===== src/rtl/uart_rx_frame.sv =====
// uart_rx_frame: 16x-oversampled UART receive front end with a one-entry valid/ready holding stage.
// Build option UART_RX_MAJORITY_EN: each bit is the 2-of-3 vote of samples at sc=6/7/8 instead of sc=7.
module uart_rx_frame #(
  parameter int OVS = 16
) (
  input  logic       clk,
  input  logic       srst,
  input  logic       rx,
  input  logic       rx_en,
  input  logic [7:0] baud_div,
  input  logic [3:0] data_bits,
  input  logic       parity_en,
  input  logic       parity_odd,
  input  logic       stop2,
  output logic [7:0] rx_data,
  output logic       rx_perr,
  output logic       rx_ferr,
  output logic       rx_valid,
  input  logic       rx_ready,
  output logic       rx_overrun,
  input  logic       ovr_clr,
  output logic       rx_busy
);

  typedef enum logic [2:0] {S_IDLE, S_START, S_DATA, S_PARITY, S_STOP} state_t;

  localparam logic [3:0] SC_LAST = 4'(OVS - 1);
`ifdef UART_RX_MAJORITY_EN
  localparam logic [3:0] SC_DECIDE = 4'(OVS / 2);
`else
  localparam logic [3:0] SC_DECIDE = 4'(OVS / 2 - 1);
`endif

  state_t     r_state, w_state_nxt;
  logic       r_rx_meta, r_rx_sync;
  logic [7:0] r_tick_cnt;
  logic [3:0] r_sc, r_bit_cnt, r_nbits;
  logic       r_par_en, r_par_odd, r_stop2, r_stop_cnt;
  logic [7:0] r_shift, r_data;
  logic       r_perr_acc, r_ferr_acc;
  logic       r_perr, r_ferr, r_valid, r_overrun;
  logic       w_tick, w_samp, w_bit_end, w_bit, w_start, w_done;
  logic       w_load, w_drop, w_ferr_fin;
  logic [3:0] w_nbits_in;

  // NOTE: sequential state uses <= so every flop updates from pre-edge values, independent of block order.
  always_ff @(posedge clk) begin
    if (srst) begin
      r_rx_meta <= 1'b1;
      r_rx_sync <= 1'b1;
    end else begin
      r_rx_meta <= rx;
      r_rx_sync <= r_rx_meta;
    end
  end

  assign w_tick = rx_en && (r_tick_cnt == baud_div);

  always_ff @(posedge clk) begin
    if (srst || !rx_en || w_tick) r_tick_cnt <= '0;
    else                          r_tick_cnt <= r_tick_cnt + 8'd1;
  end

`ifdef UART_RX_MAJORITY_EN
  logic r_s6, r_s7;
  always_ff @(posedge clk) begin
    if (srst) begin
      r_s6 <= 1'b1;
      r_s7 <= 1'b1;
    end else if (w_tick && r_sc == SC_DECIDE - 4'd2) begin
      r_s6 <= r_rx_sync;
    end else if (w_tick && r_sc == SC_DECIDE - 4'd1) begin
      r_s7 <= r_rx_sync;
    end
  end
  assign w_bit = (r_s6 & r_s7) | (r_s6 & r_rx_sync) | (r_s7 & r_rx_sync);
`else
  assign w_bit = r_rx_sync;
`endif

  assign w_samp     = w_tick && (r_sc == SC_DECIDE);
  assign w_bit_end  = w_tick && (r_sc == SC_LAST);
  assign w_nbits_in = (data_bits >= 4'd5 && data_bits <= 4'd8) ? data_bits : 4'd8;

  always_ff @(posedge clk) begin
    if (srst) r_state <= S_IDLE;
    else      r_state <= w_state_nxt;
  end

  // NOTE: every signal driven here gets a default first, so no path can infer a latch.
  always_comb begin
    w_state_nxt = r_state;
    w_start     = 1'b0;
    w_done      = 1'b0;
    case (r_state)
      S_IDLE: if (!r_rx_sync) begin
        w_state_nxt = S_START;
        w_start     = 1'b1;
      end
      S_START: begin
        if (w_samp && w_bit)  w_state_nxt = S_IDLE;
        else if (w_bit_end)   w_state_nxt = S_DATA;
      end
      S_DATA: if (w_bit_end && r_bit_cnt == r_nbits - 4'd1)
        w_state_nxt = r_par_en ? S_PARITY : S_STOP;
      S_PARITY: if (w_bit_end) w_state_nxt = S_STOP;
      S_STOP: if (w_samp && (!r_stop2 || r_stop_cnt)) begin
        w_done      = 1'b1;
        w_state_nxt = S_IDLE;
      end
      default: w_state_nxt = S_IDLE;
    endcase
    if (!rx_en) begin
      w_state_nxt = S_IDLE;
      w_start     = 1'b0;
      w_done      = 1'b0;
    end
  end

  // Frame datapath; configuration is captured at start so mid-frame changes wait for the next frame.
  always_ff @(posedge clk) begin
    if (srst) begin
      r_sc       <= '0;
      r_bit_cnt  <= '0;
      r_stop_cnt <= 1'b0;
      r_shift    <= '0;
      r_perr_acc <= 1'b0;
      r_ferr_acc <= 1'b0;
      r_nbits    <= '0;
      r_par_en   <= 1'b0;
      r_par_odd  <= 1'b0;
      r_stop2    <= 1'b0;
    end else if (w_start) begin
      r_sc       <= '0;
      r_bit_cnt  <= '0;
      r_stop_cnt <= 1'b0;
      r_shift    <= '0;
      r_perr_acc <= 1'b0;
      r_ferr_acc <= 1'b0;
      r_nbits    <= w_nbits_in;
      r_par_en   <= parity_en;
      r_par_odd  <= parity_odd;
      r_stop2    <= stop2;
    end else if (r_state != S_IDLE && w_tick) begin
      r_sc <= r_sc + 4'd1;
      case (r_state)
        S_DATA: begin
          if (w_samp)    r_shift[r_bit_cnt[2:0]] <= w_bit;
          if (w_bit_end) r_bit_cnt <= r_bit_cnt + 4'd1;
        end
        S_PARITY: if (w_samp) r_perr_acc <= (^r_shift) ^ w_bit ^ r_par_odd;
        S_STOP: begin
          if (w_samp && !w_bit) r_ferr_acc <= 1'b1;
          if (w_bit_end)        r_stop_cnt <= 1'b1;
        end
        default: ;
      endcase
    end
  end

  assign w_ferr_fin = r_ferr_acc | ~w_bit;
  assign w_load     = w_done && (!r_valid || rx_ready);
  assign w_drop     = w_done && r_valid && !rx_ready;

  always_ff @(posedge clk) begin
    if (srst) begin
      r_data    <= '0;
      r_perr    <= 1'b0;
      r_ferr    <= 1'b0;
      r_valid   <= 1'b0;
      r_overrun <= 1'b0;
    end else begin
      if (w_load) begin
        r_data  <= r_shift;
        r_perr  <= r_perr_acc;
        r_ferr  <= w_ferr_fin;
        r_valid <= 1'b1;
      end else if (r_valid && rx_ready) begin
        r_valid <= 1'b0;
      end
      if (w_drop)       r_overrun <= 1'b1;
      else if (ovr_clr) r_overrun <= 1'b0;
    end
  end

  assign rx_data    = r_data;
  assign rx_perr    = r_perr;
  assign rx_ferr    = r_ferr;
  assign rx_valid   = r_valid;
  assign rx_overrun = r_overrun;
  assign rx_busy    = (r_state != S_IDLE);

endmodule


===== config.mk =====
export PLATFORM = sky130hd
export DESIGN_NAME = uart_rx_frame
export DESIGN_NICKNAME = d
export VERILOG_FILES = /design/src/rtl/uart_rx_frame.sv
export SDC_FILE = /design/constraint.sdc
export NUM_CORES = 1
export LEC_CHECK = 0
export CAP_MARGIN = 20
export CORE_ASPECT_RATIO = 1.1
export CORE_UTILIZATION = 55
export CTS_BUF_LIST = sky130_fd_sc_hd__clkbuf_2 sky130_fd_sc_hd__clkbuf_4 sky130_fd_sc_hd__clkbuf_8
export DETAILED_ROUTE_END_ITERATION = 16
export PLACE_DENSITY_LB_ADDON = 0.25
export SETUP_SLACK_MARGIN = 0.4
export SYNTH_ARGS = -nofsm -noshare
export SYNTH_HDL_FRONTEND = slang
export SYNTH_SLANG_ARGS = --single-unit

===== constraint.sdc =====
create_clock -name clk -period 2.65 [get_ports clk]
set_input_delay 0.3975 -clock clk [delete_from_list [all_inputs] [get_ports clk]]
set_output_delay 0.3975 -clock clk [all_outputs]
set_load 0.01 [all_outputs]

==> impl_summary.txt <==
----------------------------------------------------
[Global route]
  Met1 usage ... 31.0%
  Most congested layer reported by global routing ... met2
  Global routing usage on met2 ... 42.7%
  Global routing usage on met3 ... 4.69%
  First-pass GRT wire length ... 9.13 mm
  Pin count of the biggest net entering global routing ... 24
  Antenna violations before repair ... 0
  Global router's overall resource usage ... 25.0%
  Vias in the first global route ... 1979
  Aggregate global routing overflow ... 0

[Power]
  Switching part of the total ... 22.2%
  Relative contribution of combinational cells to total power ... 7.5%
  Part of the power in the clock network ... 33.8%
  Pwr Density ... 399 mW/mm^2
  Net Sw Power ... 0.293 mW
  Leakage power ... 1.15 nW
  Share of total power in sequential cells ... 58.7%
  Cell internal power dissipation ... 1.03 mW
  Worst ir drop on vdd ... 0.302 mV

[Synthesis]
  Synthesized area ... 0.00251 sq mm
  Nets in the synthesized netlist ... 299
  Sequential-to-total area share from yosys stat ... 40.7%
  Mean cell area of the mapped netlist ... 9.16 sq um
  Yosys top cell area share ... 40.7%
  Count of synthesis-stage warnings from yosys ... 0
  Post-synth top area cell ... dfxtp_1
  Post-synth EDFFs ... 0
  Async set-or-reset flop fraction in the synthesized netlist ... 0%
  Register bit total from synthesis ... 51
  Post-synthesis cell type count ... 41
  Leading register cell type out of synthesis ... dfxtp_1
  Cell count after synthesis ... 274
  Post-synth top cells ... dfxtp_1 (51), nor2_1 (42), mux2i_1 (21), xnor2_1 (18)
  Most common cell in the synthesized netlist ... dfxtp_1
  Ranking of synthesized cells by area ... dfxtp_1 (41%), mux2i_1 (8.4%), nor2_1 (6.3%)

[Setup path]
  Critical Path Source ... r_tick_cnt[4]
  Data arrival at the endpoint of the critical path ... 2.53 ns
  Worst R2R Setup Slack ... 0.32 ns
  CP max stage delay ... 0.54 ns
  Sum of buffers and inverters on the critical path ... 2
  Type of origin of the critical path ... register
  Maximum fanout count along the critical path ... 4
  Slowest stage cell on the critical path ... or4_4
  Cell Chain, Critical Path ... xor2_1, or4_4, or4_4, buf_12, buf_12, nor4_4, mux2i_1, nor2_1
  Critical path endpoint category ... register
  Crit path required time ... 2.85 ns
  Worst setup path category ... reg -> reg
  Critical path's top delay family ... simple AND/OR/NAND/NOR gates
  Critical R2R Launch ... r_tick_cnt[4]

[Clock network]
  Maximum count of clock buffers along a single path ... 2
  Clock latency on the worst-skew pair ... 0.31 ns
  Post-CTS Hold Buffers ... 0
  TritonCTS clock tree ... yes
  Total number of clock tree sinks ... 51
  H-tree depth ... 2
  CTS clock-pin slew for the worst setup and hold paths ... 0.09 ns
  Root buffer cell ... clkbuf_8
  TritonCTS Buffers ... 5

[Final layout]
  Antenna cell count ... 0
  Post-route cell area ... 0.00331 sq mm
  Count of non-filler cells in the finished layout ... 383
  Area delta synth->final ... 31.9%
  Fraction of final layout cells sized beyond drive strength 1 ... 18.2%
  Post-layout nets ... 354

[Timing]
  RSZ-0062 raised after global routing ... yes
  Clock period minus worst slack ... 2.33 ns
  Maximum clock frequency ... 0.430 GHz
  Final worst slack ... 0.323 ns
  Number of slew-limit violations in the final report ... 0
  Clock Skew ... 0.00647 ns
  Portion of the clock cycle consumed by the worst path in the final layout ... 87.8%
  Slew HR ... 67.6%
  Slew at the pin with the worst max-slew slack ... 0.485 ns
  Post-route worst hold slack ... 0.414 ns
  Final setup violating endpoints ... 0
  Final count of hold timing violations ... 0

[Place]
  Worst-case setup slack after placement ... -0.170 ns
  Final weighted congestion in routability-driven placement ... 0.861
  Placement-stage cell area ... 0.00307 sq mm
  Total instance count after detailed placement ... 365
  HPWL Detailed ... 3.84 mm
  Port buffer count ... 33

[Routing]
  Wire length per cell after detailed routing ... 14.3 microns
  Via count normalized by instance count ... 5.46
  # DRC ... 0
  Number of DRC markers in iteration 0 ... 119
  Final wirelength ... 5.47 mm
  Number of nets still failing antenna checks after routing ... 0
  Via count ... 2092
  Number of search-and-repair iterations in the first detailed-routing pass ... 4

[Floorplan]
  Die ar. ... 0.00484 sq mm
  Chip width ... 66.4 microns
  Initial core utilization ... 57.8%
  Die Y-Extent ... 72.9 microns
  Boundary Pins ... 34
  CORE AREA ... 0.00435 sq mm
  Core Rows ... 25

[Hold path]
  Origin of the worst min-delay path ... r_rx_meta
  Worst Hold Class ... reg -> reg

[Flow run]
  Number of max-cap violations ... 0

[Outcome]
  Status ... finished clean

----------------------------------------------------
repair_timing:
action	4_1_cts	5_1_grt
setup buffers	8	2
cloned	1	0
pin swaps	7	6
setup endpoints to repair	15	14
resized for setup	17	4
kinds of logic after synthesis:
group | synth area share, %
mux | 8.37
simple gates | 26.9
flops | 40.7
fa+ha+maj | 1.99
xor+xnor | 12.2
compound gates | 6.78
buf+inv | 3.09
metal layers:
metal | part of all wire, % | up-vias
li1 | - | 1048
met5 | 0 | -
met4 | 1.5 | 0
met2 | 50 | 45
met3 | 4.4 | 6
met1 | 45 | 993
stage by stage:
stage	TNS [ns]	utilization, %	total power, mW
6_report	0	76.2	1.32
5_1_grt	0	76.2	1.37
4_1_cts	0	75.1	1.34
3_5_place_dp	-1.61	70.5	0.889
3_3_place_gp	-1.21	70.5	0.888
2_1_floorplan	0	-	0.838
layout make-up:
type                       instances  area (sq um)
fill                             314          1030
timing repair buffer              59           577
multi-input combinational        205          1530
inverter                           7          26.3
clock inverter                     1          5.00
sequential                        51          1030
clock buffer                       6          82.6
tap                               54          67.6
path summary, 6_finish.rpt:
path,end,depth (start not counted)
worst max-delay path,r_shift[1],8
worst min register to register,r_rx_sync,1
worst min-delay path,r_rx_sync,1
worst max register to register,r_shift[1],8
state kept, by name (all words and copies together) (netlist names), 3 cells and up:
| register | count |
|---|---|
| r_shift | 8 |
| r_tick_cnt | 8 |
| rx_data | 8 |
| r_bit_cnt | 4 |
| r_nbits | 4 |
| r_sc | 4 |
| r_state | 3 |
power groups by stage:
| stage | Sequential (mW) | Clock, mW | Combinational (mW) |
|---|---|---|---|
| final | 0.775 | 0.447 | 0.0994 |
| after floorplan | 0.792 | 0 | 0.0456 |
| after detailed placement | 0.794 | 0 | 0.0949 |
| after global routing | 0.776 | 0.488 | 0.108 |
| after global placement | 0.794 | 0 | 0.0940 |
| after CTS | 0.775 | 0.463 | 0.0979 |
placed cells by master (no fill, tap or decap), drive strengths merged, types with 2 or more instances in the layout:
| cell type | Yosys | routed |
|---|---|---|
| clkbuf | 8 | 6 |
| a211oi | 2 | 2 |
| xnor2 | 18 | 18 |
| nor2 | 45 | 45 |
| nand3 | 9 | 9 |
| nor2b | 4 | 4 |
| nand4 | 5 | 5 |
| xor2 | 17 | 17 |
| nand2 | 17 | 17 |
| nor4 | 12 | 12 |
| buf | 3 | 26 |
| a21oi | 11 | 11 |
| clkdlybuf4s15 | 0 | 2 |
| dlygate4sd2 | 0 | 5 |
| and3 | 4 | 4 |
| or4 | 3 | 3 |
| or2 | 3 | 3 |
| ha | 4 | 4 |
| mux2i | 21 | 21 |
| clkdlybuf4s50 | 0 | 26 |
| o211ai | 2 | 2 |
| inv | 7 | 7 |
| nand2b | 8 | 8 |
| or3 | 3 | 3 |
| nor3 | 4 | 4 |
| dfxtp | 51 | 51 |
No activity file was read; power rests on OpenSTA's default activity.
